**config.mk**
```make
export PLATFORM = sky130hd
export DESIGN_NAME = voice_cmd_dispatch
export DESIGN_NICKNAME = d
export VERILOG_FILES = /design/src/rtl/voice_cmd_dispatch.sv
export SDC_FILE = /design/constraint.sdc
export NUM_CORES = 1
export LEC_CHECK = 0
export CAP_MARGIN = 20
export CORE_MARGIN = 1.5
export CORE_UTILIZATION = 60
export DETAILED_ROUTE_END_ITERATION = 8
export GPL_ROUTABILITY_DRIVEN = 0
export HOLD_SLACK_MARGIN = 0.02
export PLACE_DENSITY = 0.8
export SYNTH_ARGS = -nofsm -noshare
export SYNTH_HDL_FRONTEND = slang
export SYNTH_SLANG_ARGS = --single-unit
```
**constraint.sdc**
```tcl
create_clock -name clock -period 4 [get_ports clock]
set_input_delay 0.8 -clock clock [delete_from_list [all_inputs] [get_ports clock]]
set_output_delay 0.8 -clock clock [all_outputs]
set_load 0.02 [all_outputs]
```
**src/rtl/voice_cmd_dispatch.sv**
```systemverilog
// Takes the decision stage's command pulses, validates them, suppresses fast repeats
// and queues accepted codes for the controller over valid/ready.
module voice_cmd_dispatch #(
  parameter int DEPTH       = 4,
  parameter int REPEAT_GAP  = 25000000,
  parameter int HOLD_CYCLES = 50000000
) (
  input  logic       clock,
  input  logic       reset,
  input  logic       training_enable,
  input  logic [3:0] command,
  output logic [3:0] cmd_out,
  output logic       cmd_valid,
  input  logic       cmd_ready,
  output logic [3:0] last_cmd,
  output logic [7:0] drop_count
);
  localparam int AW = (DEPTH > 1) ? $clog2(DEPTH) : 1;
  localparam int GW = (REPEAT_GAP > 1) ? $clog2(REPEAT_GAP) : 1;
  localparam int HW = (HOLD_CYCLES > 1) ? $clog2(HOLD_CYCLES) : 1;
  localparam logic [AW:0]   FULL_CNT  = (AW+1)'(DEPTH);
  localparam logic [GW-1:0] GAP_LOAD  = GW'(REPEAT_GAP - 1);
  localparam logic [HW-1:0] HOLD_LOAD = HW'(HOLD_CYCLES - 1);

  logic [3:0]    mem_q [DEPTH];
  logic [AW-1:0] wr_ptr_q, rd_ptr_q;
  logic [AW:0]   cnt_q, cnt_d;
  logic [GW-1:0] gap_q;
  logic [HW-1:0] hold_q;
  logic [3:0]    last_acc_q, last_cmd_q;
  logic [7:0]    drop_q;

  logic evt, valid_code, suppressed, full, pop, push, drop_inc;

  assign cmd_valid  = (cnt_q != '0);
  assign cmd_out    = mem_q[rd_ptr_q];
  assign last_cmd   = last_cmd_q;
  assign drop_count = drop_q;

  always_comb begin
    evt        = (command != 4'd0) && !training_enable;
    valid_code = (command >= 4'd4) && (command <= 4'd11);
    suppressed = (command == last_acc_q) && (gap_q != '0);
    full       = (cnt_q == FULL_CNT);
    pop        = cmd_valid && cmd_ready;
    push       = evt && valid_code && !suppressed && (!full || pop);
    // Suppressed repeats vanish silently; only invalid codes and overflow are counted.
    drop_inc   = evt && (!valid_code || (!suppressed && full && !pop));
    cnt_d      = cnt_q;
    case ({push, pop})
      2'b10:   cnt_d = cnt_q + (AW+1)'(1);
      2'b01:   cnt_d = cnt_q - (AW+1)'(1);
      default: cnt_d = cnt_q;
    endcase
  end

  always_ff @(posedge clock) begin
    if (reset) begin
      for (int i = 0; i < DEPTH; i++) mem_q[i] <= 4'd0;
      wr_ptr_q   <= '0;
      rd_ptr_q   <= '0;
      cnt_q      <= '0;
      gap_q      <= '0;
      hold_q     <= '0;
      last_acc_q <= 4'd0;
      last_cmd_q <= 4'd0;
      drop_q     <= 8'd0;
    end else begin
      if (training_enable) begin
        wr_ptr_q <= '0;
        rd_ptr_q <= '0;
        cnt_q    <= '0;
      end else begin
        if (push) begin
          mem_q[wr_ptr_q] <= command;
          wr_ptr_q        <= wr_ptr_q + AW'(1);
        end
        if (pop) rd_ptr_q <= rd_ptr_q + AW'(1);
        cnt_q <= cnt_d;
      end

      if (push) begin
        last_acc_q <= command;
        gap_q      <= GAP_LOAD;
      end else if (gap_q != '0) begin
        gap_q <= gap_q - GW'(1);
      end

      // Display word clears one cycle after the hold counter has run down.
      if (push) begin
        last_cmd_q <= command;
        hold_q     <= HOLD_LOAD;
      end else if (hold_q != '0) begin
        hold_q <= hold_q - HW'(1);
      end else begin
        last_cmd_q <= 4'd0;
      end

      if (drop_inc && (drop_q != 8'hFF)) drop_q <= drop_q + 8'd1;
    end
  end
endmodule

```
==> results of run 1 <==
[synth_stat cells, types with 6 or more instances]
master,count,area (sq um)
clkbuf_1,17,63.81
xnor2_1,12,105.1
mux2_2,8,90.09
or4_1,20,150.1
nor4_1,12,75.07
nor2b_1,9,56.30
dfxtp_1,76,1521
xor2_1,16,140.1
nand3_1,10,50.05
and3_1,16,100.1
edfxtp_1,16,480.5
inv_1,17,63.81
o31ai_1,16,120.1
nor2_1,41,153.9
o21ai_0,22,110.1
nand4_1,7,43.79
a211oi_1,7,52.55
nor3_1,6,30.03
a31oi_1,18,112.6
ha_1,6,75.07
a21oi_1,32,160.2
nand2_1,16,60.06
or3_1,20,125.1
[critical path, stage by stage, from the launching register on]
cell and delay [ns]:
dfxtp_1 0.36, or4_4 0.59, or4_4 0.57, o31a_4 0.37, nor2_4 0.18, inv_1 0.08
buf_4 0.27, o21ai_0 0.57
[final cells by class]
cell class                      instances  area (sq um)  share of cell area (%)
Sequential cell                        92          2002                   39.22
Clock buffer                           10         127.6                   2.500
Multi-Input combinational cell        353          2399                   46.99
Timing Repair Buffer                   33         300.3                   5.882
Tap cell                               99         123.9                   2.426
Inverter                               17         63.81                   1.250
Clock inverter                          6         88.84                   1.740
[power by group]
part           switching [W]  internal, W  total (W)
combinational       0.000388     0.000262   0.000650
clock               0.000329     0.000352   0.000681
sequential         0.0000975      0.00104    0.00114
total               0.000814      0.00165    0.00247
[registers in the layout, indices dropped and copies added, names as in the netlist, named ones only]
| register | count |
|---|---|
| last_acc_q | 4 |
| wr_ptr_q | 2 |
| gap_q | 25 |
| mem_q | 16 |
| hold_q | 26 |
| last_cmd | 4 |
| drop_count | 8 |
| rd_ptr_q | 2 |
| cnt_q | 3 |
[through the flow]
stage                     util, %  instances
after CTS                   69.94        609
final                       70.01        610
after detailed placement    66.97        593
after global routing        70.01        610
after global placement      66.97        593
after floorplan                 -        485
[cells by family (layout without fill, tap and decap cells)]
| kind of cell | Yosys count | after routing |
|---|---|---|
| mux | 17 | 17 |
| fa+ha+maj | 7 | 7 |
| buf+inv | 40 | 66 |
| compound gates | 115 | 115 |
| xor+xnor | 28 | 28 |
| simple gates | 186 | 186 |
| flops | 92 | 92 |
[per-layer routing]
metal / track usage, % / vias to the layer above
li1: - / 1874
met1: 32.67 / 1854
met2: 42.30 / 101
met3: 4.907 / 12
met4: 7.937 / 0
met5: 0 / -
[worst paths after layout]
kind         slack, ns             to           from  depth (start not counted)
max               0.61    mem_q[1][0]      gap_q[16]                          7
min               0.50  last_acc_q[3]  last_acc_q[3]                          2
max reg2reg       0.61    mem_q[1][0]      gap_q[16]                          7
min reg2reg       0.50  last_acc_q[3]  last_acc_q[3]                          2
==> metrics, run 1 <==
outcome=completed; met2 wire length=4.973 mm; ys async rst share=0%; die width=90.22 microns; die footprint=8140 sq um; Yosys warnings=0; largest family of logic cells by synthesized area=simple AND/OR/NAND/NOR gates; Top FF cell, synth=dfxtp_1; post-synthesis simple-gate area fraction=24.15%; period utilization=84.71%; worst rel slew slack=39.04%; core area=7292 sq um; Crit path arrival time=3.39 ns; Setup TNS=0 ns; worst slew pin tran=0.9061 ns; # DRC=0; die height=90.22 microns; most frequent cells in the layout=dfxtp_1 (76), nor2_1 (41), a21oi_1 (32); area post-placement=4883 sq um; initial DRC count=224; RSZ-0062 raised after global routing=false; max_cap viols=0; syn_area_per_cell=9.411 sq um; htree depth=3; Clock transition at path regs=0.09 ns; Area growth syn-to-layout=11.84%; wire per inst=16.60 microns; total CTS buffers=9; CTS tree=yes; Diodes inserted=0; commonest non-fill, non-tap cell in the layout=dfxtp_1; Mapped Area=4564 sq um; Seq cells post-synth=92; worst-case clock buffer depth=2; Gate Count Post-Synth=485; CTS Sinks=92; routed vias/inst=6.297; Setup WS pre-CTS=0.3053 ns; Post-Synth Adder-Cell Area=2.083%; leak pwr=1.870 nW; fraction of layout cells with a size suffix above 1=10.76%; antenna violations before repair=0; initial core utilization=62.59%; Nets=521; hold_buf cts=0; vias post-DR=3841; Worst Setup Path Type=reg -> reg; first-pass GRT wire length=16.75 mm; critical path endpoint category=flop; Tot Pwr=0.002469 W; Setup Viol. Count Final=0; Clock Root Buffer=clkbuf_8; # IOs=25; met3 WL post-DR=574 microns; Max Freq=0.2951 GHz; XOR/XNOR Fraction of Synth Area=5.373%; fin crit period=3.388 ns; Worst Skew=0.01237 ns; port bufs=24; number of synthesized flops with an enable pin=16; CTS resizes=0; Startpoint Class=flop; Hold WC Path Type=reg -> reg; PwrDens=483.6 nW/um^2; WL met1=4.451 mm; Min Hold Slack=0.4968 ns; final setup margin=0.6116 ns; highest metal used=met4; critical-path maximum fanout=39; vias in the first global route=3602; Cell variety after synth=55; grt ovf=0; Final HPWL DP=7.000 mm; latest clock arrival within the worst-skew pair=0.37 ns; mux share of post-synthesis cell area=5.044%; Fin. Hold Viols=0; post-route design area=5105 sq um; total wire length=10.13 mm; fillers=581; worst path required time=4.00 ns; maximum vdd drop=0.4589 mV; Detail Route Antenna Nets=0; Seq/Total Area, Yosys=43.86%; compound-gate portion of the synthesized area=15.90%; Synthesized Nets=500; Tot GR Track Use=25.19%; fin. max-slew vios=0; post-CTS setup buffers=0; pin count of the biggest net entering global routing=40; row count=31; TritonRoute pass-1 iters=4
Note: power is estimated with default switching activity, not from simulation.
==> run 2, diff against run 1 <==
Settings changed: CORE_UTILIZATION 60 to 54, PLACE_DENSITY 0.8 to 0.76.
Clock period 4 ns to 2.8 ns, I/O delays scaled along.
==> metrics, run 2 (synthesized netlist as in run 1, its figures left out) <==
outcome=completed; R2R depth=11; Worst Hold Path Cells=2; Final Core Density=66.42%; fillers=660; Nets=563; Clock Root Buffer=clkbuf_8; Worst Setup Path Type=in -> reg; worst path required time=3.12 ns; CTS tree=yes; Worst Skew=0.01158 ns; max_cap viols=0; Fin. Hold Viols=0; critical-path maximum fanout=2; Diodes inserted=0; total wire length=10.57 mm; Psw=0.001285 W; leak pwr=2.090 nW; # IOs=25; core area=8217 sq um; worst slew pin tran=0.6139 ns; Area growth syn-to-layout=19.57%; Hold WC Path Type=reg -> reg; most used cell, CP=inv_2; period utilization=98.15%; most frequent cells in the layout=dfxtp_1 (75), buf_4 (51), nor2_1 (41); R2R setup slack=0.06 ns; pin count of the biggest net entering global routing=39; fin crit period=2.748 ns; die footprint=9013 sq um; maximum vdd drop=0.2873 mV; Clock transition at path regs=0.11 ns; latest clock arrival within the worst-skew pair=0.37 ns; total CTS buffers=9; TritonRoute pass-1 iters=5; Setup TNS=0 ns; vias in the first global route=3706; die width=94.94 microns; # DRC=0; RR Endpoint=cnt_q[2]; Crit path arrival time=3.07 ns; sequential share of power=44.7%; CTS Sinks=92; Tot GR Track Use=24.91%; grt ovf=0; fin. max-slew vios=0; critical path endpoint category=flop; Startpoint Class=input pin; worst path cell trace=clkdlybuf4s50_1, inv_1, ha_1, or3b_2, nand4b_1, nor2_4, inv_2, ha_4, inv_2, fa_2, xor2_1, or3_1, a21oi_2; top flop regs=hold_q: 26 flops, gap_q: 25 flops, mem_q: 16 flops; Setup Viol. Count Final=0; wire per inst=16.06 microns; commonest non-fill, non-tap cell in the layout=dfxtp_1; FF-to-FF Start=gap_q[19]; clock power share=24.9%; max FFs per register=26; RSZ-0062 raised after global routing=true; port bufs=24; vias post-DR=3999; htree depth=3; first-pass GRT wire length=17.56 mm; Max Freq=0.3639 GHz; HP Start=last_cmd[3]; Tot Pwr=0.003622 W; routed vias/inst=6.078; antenna violations before repair=0; worst rel slew slack=58.76%; Detail Route Antenna Nets=0; combinational power share=30.3%; max incr delay on CP=0.46 ns; worst-case clock buffer depth=2; die height=94.94 microns; row count=33; switch share=35.47%; initial DRC count=224; PwrDens=663.6 nW/um^2; initial core utilization=55.55%; Final HPWL DP=7.425 mm; P_int=0.002337 W; register bank with the most flops=hold_q; Hold EP=last_cmd[3]; Slowest cell on crit path=or3b_2; fraction of layout cells with a size suffix above 1=19.35%
## run 2: cell types whose count changed in the layout (fill, tap and decap cells not counted), moves of 2 or more
cell and change:
buf_4 +43, bufinv_16 -2, inv_1 -2, inv_2 +2
inv_8 +5, o21ai_0 -2, o21ai_1 +2
## run 2: layout make-up
type	instances	area, sq um	share of cell area, %
multi-input cells	353	2441	44.73
clock inverters	7	73.82	1.353
clock buffers	9	123.9	2.270
flip-flops and latches	92	2003	36.70
well taps	105	131.4	2.407
repair buffers	75	620.6	11.37
inverters	17	63.81	1.169
## run 2: what timing repair did
action                     CTS  global route
buffers inserted             1             0
hold endpoints to repair     0             0
pin swaps                    3             3
hold buffers                 0             0
gates resized for setup      3             5
setup endpoints to repair    9            12
## run 2: worst max-delay path, delay by kind of cell
family / cells / cell delay (ns)
and+or+nand+nor: 4 / 1.02
adders and majority gates: 3 / 0.62
buffers and inverters: 4 / 0.60
xor gates and xnor gates: 1 / 0.16
AOI/OAI and AO/OA: 1 / 0.11
## run 2: metrics by stage
step                worst slack (ns)  hold WS, ns  instances  cell area (sq um)
floorplan                    -0.1630       0.4475        485               4594
global placement             -0.3017       0.4726        641               5226
detailed placement           -0.3594       0.4752        641               5226
CTS                        -0.009350       0.4975        658               5433
global route                -0.03392       0.5054        658               5458
finish                       0.05193       0.4909        658               5458
## run 2: how the worst max path moves through the flow
stage,start,end,slack [ns],cells after the start
after floorplan,gap_q[19],cnt_q[2],-0.16,12
after global placement,cmd_ready,cnt_q[2],-0.30,11
after detailed placement,cmd_ready,cnt_q[2],-0.36,11
after CTS,gap_q[19],cnt_q[2],-0.009,11
after global routing,gap_q[19],cnt_q[2],-0.03,11
final,command[2],cnt_q[2],0.05,13
## run 2: routing by layer
metal  track usage, %  vias up  share of wire [%]
li1                 -     1953                  -
met2            41.67      119                 50
met3            4.026       17                5.0
met4            8.458        0                1.5
met1            32.53     1910                 44
met5                0        -                  0
## run 2: power by group through the flow
| stage | clock, W | combinational, W | sequential (W) |
|---|---|---|---|
| 3_3_place_gp | 0 | 0.00104 | 0.00163 |
| 3_5_place_dp | 0 | 0.00108 | 0.00164 |
| 5_1_grt | 0.000973 | 0.00122 | 0.00164 |
| 6_report | 0.000903 | 0.00110 | 0.00162 |
| 2_1_floorplan | 0 | 0.000714 | 0.00162 |
| 4_1_cts | 0.000924 | 0.00109 | 0.00162 |
==> run 3, diff against run 2 <==
Settings changed: CTS_CLUSTER_SIZE from default to 40.
==> results of run 3 <==
No change in the layout: final DEF, timing and power equal those of run 2.
